## config.mk

```make
export PLATFORM = sky130hd
export DESIGN_NAME = dlc_pipe_elastic_flat
export DESIGN_NICKNAME = d
export VERILOG_FILES = /design/src/rtl/dlc_pipe_elastic_if.sv /design/src/rtl/dlc_pipe_elastic.sv /design/src/flat_wrapper.sv
export SDC_FILE = /design/constraint.sdc
export NUM_CORES = 1
export LEC_CHECK = 0
export BUFFER_PORTS_ARGS = -buffer_cell sky130_fd_sc_hd__buf_2
export CAP_MARGIN = 20
export CORE_UTILIZATION = 42
export DETAILED_ROUTE_END_ITERATION = 10
export GPL_ROUTABILITY_DRIVEN = 1
export HOLD_SLACK_MARGIN = 0.12
export PLACE_DENSITY = 0.75
export RECOVER_POWER = 50
export SETUP_SLACK_MARGIN = 0.02
export SKIP_CTS_REPAIR_TIMING = 1
export SYNTH_ARGS = -nofsm -noshare
export SYNTH_HDL_FRONTEND = slang
export SYNTH_SLANG_ARGS = --single-unit
```

## constraint.sdc

```tcl
create_clock -name clk -period 1.09 [get_ports clk]
set_input_delay 0.0545 -clock clk [delete_from_list [all_inputs] [get_ports clk]]
set_output_delay 0.0545 -clock clk [all_outputs]
set_load 0.1 [all_outputs]
```

## src/rtl/dlc_pipe_elastic_if.sv

```systemverilog
// Upstream/downstream handshake bundle for the elastic pipeline.
// slave is the pipeline side; master is the traffic source/sink side.
interface dlc_pipe_elastic_if #(
  parameter int WIDTH = 8
);
  logic             in_valid;
  logic             in_ready;
  logic [WIDTH-1:0] in_data;
  logic             out_valid;
  logic             out_ready;
  logic [WIDTH-1:0] out_data;

  modport master (
    output in_valid, in_data, out_ready,
    input  in_ready, out_valid, out_data
  );

  modport slave (
    input  in_valid, in_data, out_ready,
    output in_ready, out_valid, out_data
  );
endinterface

```

## src/rtl/dlc_pipe_elastic.sv

```systemverilog
// Elastic valid/ready register pipeline with bubble collapse, global enable,
// flush and occupancy count.
module dlc_pipe_elastic #(
  parameter int               WIDTH = 8,
  parameter int               DEPTH = 2,
  parameter logic [WIDTH-1:0] RSTV  = '0,
  localparam int              CNT_W = $clog2(DEPTH + 1)
) (
  input  logic              clk,
  input  logic              reset,
  input  logic              enable,
  input  logic              flush,
  dlc_pipe_elastic_if.slave bus,
  output logic [CNT_W-1:0]  occupancy
);

  logic [DEPTH-1:0] v_q;
  logic [DEPTH-1:0] v_d;
  logic [DEPTH-1:0] ld;
  logic [WIDTH-1:0] d_q [DEPTH];
  logic [WIDTH-1:0] d_d [DEPTH];
  logic             adv;

  assign adv = enable & ~flush;

  // ld[i] unrolls to: any hole at or downstream of stage i, or the sink pops.
  // Walking from the output side keeps the chain free of combinational loops.
  always_comb begin : ld_chain
    logic hole;
    hole = bus.out_ready;
    ld   = '0;
    for (int i = DEPTH - 1; i >= 0; i--) begin
      hole  = hole | ~v_q[i];
      ld[i] = adv & hole;
    end
  end

  for (genvar gi = 0; gi < DEPTH; gi++) begin : g_stage
    logic             src_v;
    logic [WIDTH-1:0] src_d;

    if (gi == 0) begin : g_head
      assign src_v = bus.in_valid;
      assign src_d = bus.in_data;
    end else begin : g_body
      assign src_v = v_q[gi-1];
      assign src_d = d_q[gi-1];
    end

    // Data only moves with a valid source so idle-bus X never enters a stage.
    assign v_d[gi] = ld[gi] ? src_v : v_q[gi];
    assign d_d[gi] = (ld[gi] && src_v) ? src_d : d_q[gi];
  end

  always_ff @(posedge clk) begin
    if (reset || flush) begin
      v_q <= '0;
      for (int i = 0; i < DEPTH; i++) begin
        d_q[i] <= RSTV;
      end
    end else begin
      v_q <= v_d;
      d_q <= d_d;
    end
  end

  always_comb begin
    occupancy = '0;
    for (int i = 0; i < DEPTH; i++) begin
      occupancy = occupancy + CNT_W'(v_q[i]);
    end
  end

  assign bus.in_ready  = ld[0];
  assign bus.out_valid = v_q[DEPTH-1] & ~flush;
  assign bus.out_data  = d_q[DEPTH-1];

endmodule

```

## src/flat_wrapper.sv

```systemverilog
// flat-port wrapper written by rule: the top's interface ports become plain ports
module dlc_pipe_elastic_flat 
#(
  parameter int               WIDTH = 8,
  parameter int               DEPTH = 2,
  parameter logic [WIDTH-1:0] RSTV  = '0,
  localparam int              CNT_W = $clog2(DEPTH + 1)
)
  (clk, reset, enable, flush, occupancy, bus_in_valid, bus_in_data, bus_out_ready, bus_in_ready, bus_out_valid, bus_out_data);
  dlc_pipe_elastic_if #(.WIDTH(WIDTH)) bus_i ();
  input  logic clk;
  input  logic reset;
  input  logic enable;
  input  logic flush;
  output logic [CNT_W-1:0] occupancy;
  input wire logic [$bits(bus_i.in_valid)-1:0] bus_in_valid;
  input wire logic [$bits(bus_i.in_data)-1:0] bus_in_data;
  input wire logic [$bits(bus_i.out_ready)-1:0] bus_out_ready;
  output wire logic [$bits(bus_i.in_ready)-1:0] bus_in_ready;
  output wire logic [$bits(bus_i.out_valid)-1:0] bus_out_valid;
  output wire logic [$bits(bus_i.out_data)-1:0] bus_out_data;
  assign bus_i.in_valid = bus_in_valid;
  assign bus_i.in_data = bus_in_data;
  assign bus_i.out_ready = bus_out_ready;
  assign bus_in_ready = bus_i.in_ready;
  assign bus_out_valid = bus_i.out_valid;
  assign bus_out_data = bus_i.out_data;
  dlc_pipe_elastic #(.WIDTH(WIDTH), .DEPTH(DEPTH), .RSTV(RSTV)) u_core (.clk(clk), .reset(reset), .enable(enable), .flush(flush), .bus(bus_i), .occupancy(occupancy));
endmodule
```

==> run metrics, run 1 <==
Max Cap Viol 0; first-pass GRT wire length 2.49 mm; Total Power 1270 uW; final setup fails 13; Std-Cell Rows 14; Max VDD drop 0.737 mV; area of the mapped netlist 743 um2; Die ar. 1940 um2; largest net degree at the start of global routing 26; hold crit path type input pin to register; DRT Wirelength 2.07 mm; Post-Synthesis Cells 77; largest cells by area after synthesis dfxtp_1 (48%), mux2i_1 (22%), nand2_1 (13%); Via Count 710; critical-path cell list buf_6, ha_4, buf_12; Power Density 936 nW/um2; # IOs 26; crit path DAT 1220 ps; max-slew violations 0; Hold WS 143 ps; CTS Buffer Depth 2; Diodes inserted 0; CP top delay family flip-flops; failing checks setup timing; DR iter-0 viols 14; drc violations 0; crit path buf inv count 2; sequential share of the synthesized area 48.5%; CTS sink count 18; crit path time final 1280 ps; Initial Util 47.1%; clock latency on the worst-skew pair 300 ps; post-detailed-placement half-perimeter wirelength 1.14 mm; Final Skew 2.90 ps; Synth top area share 48.5%; Post-Place Worst Slack 44.4 ps; Static Leak 0.000588 uW; commonest cells after routing, fill and taps aside nand2_1 (26), mux2i_1 (16), buf_2 (13), buf_12 (13), dlygate4sd3_1 (12); Util after Layout 86.3%; unrepaired setup endpoints after global routing yes; wire per inst 14.8 um; vias per inst 5.07; IO Port Bufs 25; layout cell share with drive strength beyond 1 43.5%; most common cell after layout, fill and taps aside nand2_1; Final nets 140; post-synth top area cell dfxtp_1; Synth cell types 16; worst endpoint required time 1040 ps; Placed Area 1170 um2; initial antenna violation count 0; DIE WIDTH 44.1 um; CTS tree built; Die Height 44.1 um; FMAX 0.784 GHz; slew of the pin with the lowest slew margin 212 ps; Max FO, Critical Path 4; synth warn 0; Rel. slew slack 85.4%; Root Buffer clkbuf_4; Setup crit start kind register; fin worst setup slack -185 ps; post-route ant nets 0; Net Count, Synth 92; CP max stage cell dfxtp_4; GRT Total Usage 17.5%; final instance area 1360 um2; drt pass-1 iters 6; Layout area overhead 83.2%; core area 1580 um2; status finished with violations; GP Congestion 0.703; critical path class register to primary output; Seq cells post-synth 18; fin crit share 117%; clock slew at reported path FFs 100 ps; TritonCTS buffer count 3; vias in the first global route 570; max incr delay on CP 360 ps; crit end category primary output; GRT Residual Overflow 0; htree depth 1; Syn Area/Cell 9.65 um2; Fin. Hold Viols 0
-- per-stage QoR --
stage | instances | setup TNS [ps]
floorplan | 77 | -5.03
global placement | 123 | 0
detailed placement | 123 | 0
CTS | 127 | -713
global route | 140 | -1390
finish | 140 | -687
-- cells by family (layout without fill, tap and decap cells) --
kind of cell             after synthesis  after routing  share of synthesized area (%)
multiplexers                          16             16                           21.5
adder cells (fa/ha/maj)                1              1                           1.68
flip-flops                            18             18                           48.5
buffers and inverters                  4             51                           2.86
AND/OR/NAND/NOR                       33             33                           19.5
AO/OA/AOI/OAI                          5              5                           5.89
-- layer usage --
metal	track usage, %	part of all wire, %	up-vias
met2	28.5	52	24
met3	3.67	3.6	5
met1	21.7	42	332
li1	-	-	349
met5	0	0	-
met4	9.09	2.0	0
-- final timing paths --
| kind | from | end | slack, ps | depth (start not counted) |
|---|---|---|---|---|
| worst max-delay path | u_core.v_q[0] | occupancy[0] | -190 | 3 |
| worst min-delay path | enable | u_core.v_q[1] | 140 | 3 |
| worst max register to register | u_core.v_q[0] | u_core.g_stage[1].src_d[2] | -40 | 4 |
| worst min register to register | u_core.g_stage[1].src_d[6] | u_core.bus.out_data[6] | 470 | 2 |
-- area by class of cell --
type | count | area, um2
repair buffers | 46 | 528
clock buffers | 4 | 36.3
well taps | 16 | 20.0
fillers | 80 | 215
flip-flops and latches | 18 | 375
multi-input cells | 55 | 398
inverters | 1 | 3.75
-- where the power goes --
part	internal, uW	switching [uW]	total (uW)	leakage [uW]
sequential	661	2.43	663	0.000151
combinational	98.4	93.0	191	0.000416
clock	204	216	420	0.0000210
total	963	311	1270	0.000588
-- worst reg2reg max path, cell delays in order (launching register included) --
cell	delay, ps
dfxtp_4	360
buf_4	130
a21oi_4	150
buf_6	150
mux2i_1	250
-- cell usage after synthesis --
cell type  instances
a21boi_0           2
a21oi_4            1
a22oi_1            1
buf_2              2
buf_4              1
dfxtp_1           18
ha_1               1
inv_1              1
mux2i_1           16
nand2_1           26
nand3b_1           2
nor2_2             1
nor2b_1            2
nor2b_2            1
nor3_1             1
o21ai_0            1
-- registers in the layout (all words and copies together) (netlist names) --
register / count
u_core.bus.out_data: 8
u_core.g_stage.src_d: 8
u_core.v_q: 2
No activity file was read; power rests on OpenSTA's default activity.
==> inputs of run 2 (changes only) <==
--- a/config.mk
+++ b/config.mk
@@ -10,6 +10,7 @@
 export CORE_UTILIZATION = 42
 export DETAILED_ROUTE_END_ITERATION = 10
 export GPL_ROUTABILITY_DRIVEN = 1
+export GPL_TIMING_DRIVEN = 0
 export HOLD_SLACK_MARGIN = 0.12
 export PLACE_DENSITY = 0.75
 export RECOVER_POWER = 50
==> run metrics, run 2 (synthesized netlist as in run 1, its figures left out) <==
commonest cells after routing, fill and taps aside nand2_1 (26), buf_2 (15), mux2i_1 (15); wire per inst 12.9 um; vias per inst 4.82; GRT Residual Overflow 0; Via Count 660; Final Skew 5.78 ps; most common cell after layout, fill and taps aside nand2_1; DRT Wirelength 1.77 mm; Rel. slew slack 79.9%; max-slew violations 0; IO Port Bufs 25; worst endpoint required time 1040 ps; drt pass-1 iters 6; Max VDD drop 0.964 mV; CTS Buffer Depth 2; Max FO, Critical Path 6; clock slew at reported path FFs 100 ps; first-pass GRT wire length 2.39 mm; CTS sink count 18; Routed met2 length 934 um; crit path buf inv count 1; TNS Setup -1570 ps; Diodes inserted 0; Critical path origin u_core.v_q[0]; Root Buffer clkbuf_4; Static Leak 0.000544 uW; clock latency on the worst-skew pair 290 ps; Total Power 1240 uW; TritonCTS buffer count 3; Setup crit start kind register; crit path DAT 1160 ps; Die ar. 1940 um2; DR iter-0 viols 14; Routed met3 length 55 um; largest net degree at the start of global routing 11; crit path time final 1220 ps; Std-Cell Rows 14; vias in the first global route 577; DR top layer met4; drc violations 0; DIE WIDTH 44.1 um; Fin. Hold Viols 1; core area 1580 um2; htree depth 1; initial antenna violation count 0; Hold WS -66.8 ps; Initial Util 47.1%; CP max stage cell dfxtp_4; reg2reg start u_core.v_q[1]; failing checks hold timing, setup timing; # IOs 26; Fillers 109; crit end category primary output; CP top delay family flip-flops; final setup fails 20; fin worst setup slack -129 ps; max incr delay on CP 400 ps; Final nets 137; status finished with violations; slew of the pin with the lowest slew margin 303 ps; layout cell share with drive strength beyond 1 44.6%; CTS tree built; critical-path cell list ha_4, buf_8; post-detailed-placement half-perimeter wirelength 1.07 mm; GP Congestion 0.682; critical path class register to primary output; Max Cap Viol 0; Die Height 44.1 um; Hold Crit Start reset; hold crit path type input pin to register; Power Density 1030 nW/um2; GRT Total Usage 17.2%; DRT met1 WL 768 um; post-route ant nets 0; Layout area overhead 63.3%; fin crit share 112%; FMAX 0.820 GHz; unrepaired setup endpoints after global routing yes
-- run 2: cell count changes in the layout (fill, tap and decap cells not counted), sizes merged --
cell,previous run,this run
dlygate4sd3,12,10
buf,34,25
clkbuf,4,12
-- run 2: metrics by stage --
step / std cells / cell area, um2 / hold WS, ps / utilization (%) / setup slack (ps)
2_1_floorplan: 77 / 795 / 124 / - / -5.03
3_3_place_gp: 118 / 940 / 244 / 59.6 / -75.2
3_5_place_dp: 118 / 940 / 244 / 59.6 / -135
4_1_cts: 122 / 976 / -76.3 / 61.9 / -419
5_1_grt: 137 / 1210 / -84.2 / 77.0 / -173
6_report: 137 / 1210 / -66.8 / 77.0 / -129
-- run 2: final timing paths --
kind | end | slack (ps) | depth (start not counted)
max | occupancy[0] | -130 | 2
min | u_core.v_q[1] | -70 | 2
max reg2reg | u_core.g_stage[1].src_d[0] | -120 | 5
min reg2reg | u_core.bus.out_data[1] | 460 | 2
-- run 2: area by class of cell --
cell class                      count  area [um2]  share of cell area (%)
Inverter                            1        3.75                   0.309
Multi-Input combinational cell     55         402                    33.1
Clock buffer                        4        36.3                    2.99
Sequential cell                    18         378                    31.1
Timing Repair Buffer               40         353                    29.1
Tap cell                           16        20.0                    1.65
Buffer                              3        21.3                    1.75
-- run 2: power by group --
group / total (uW) / switching, uW / internal, uW
Clock: 408 / 205 / 203
Sequential: 664 / 5.39 / 659
Combinational: 172 / 86.1 / 85.8
-- run 2: routing by layer --
| metal | global-route usage [%] | up-vias |
|---|---|---|
| li1 | - | 341 |
| met1 | 19.4 | 300 |
| met2 | 28.5 | 17 |
| met3 | 6.94 | 2 |
| met4 | 7.27 | 0 |
| met5 | 0 | - |
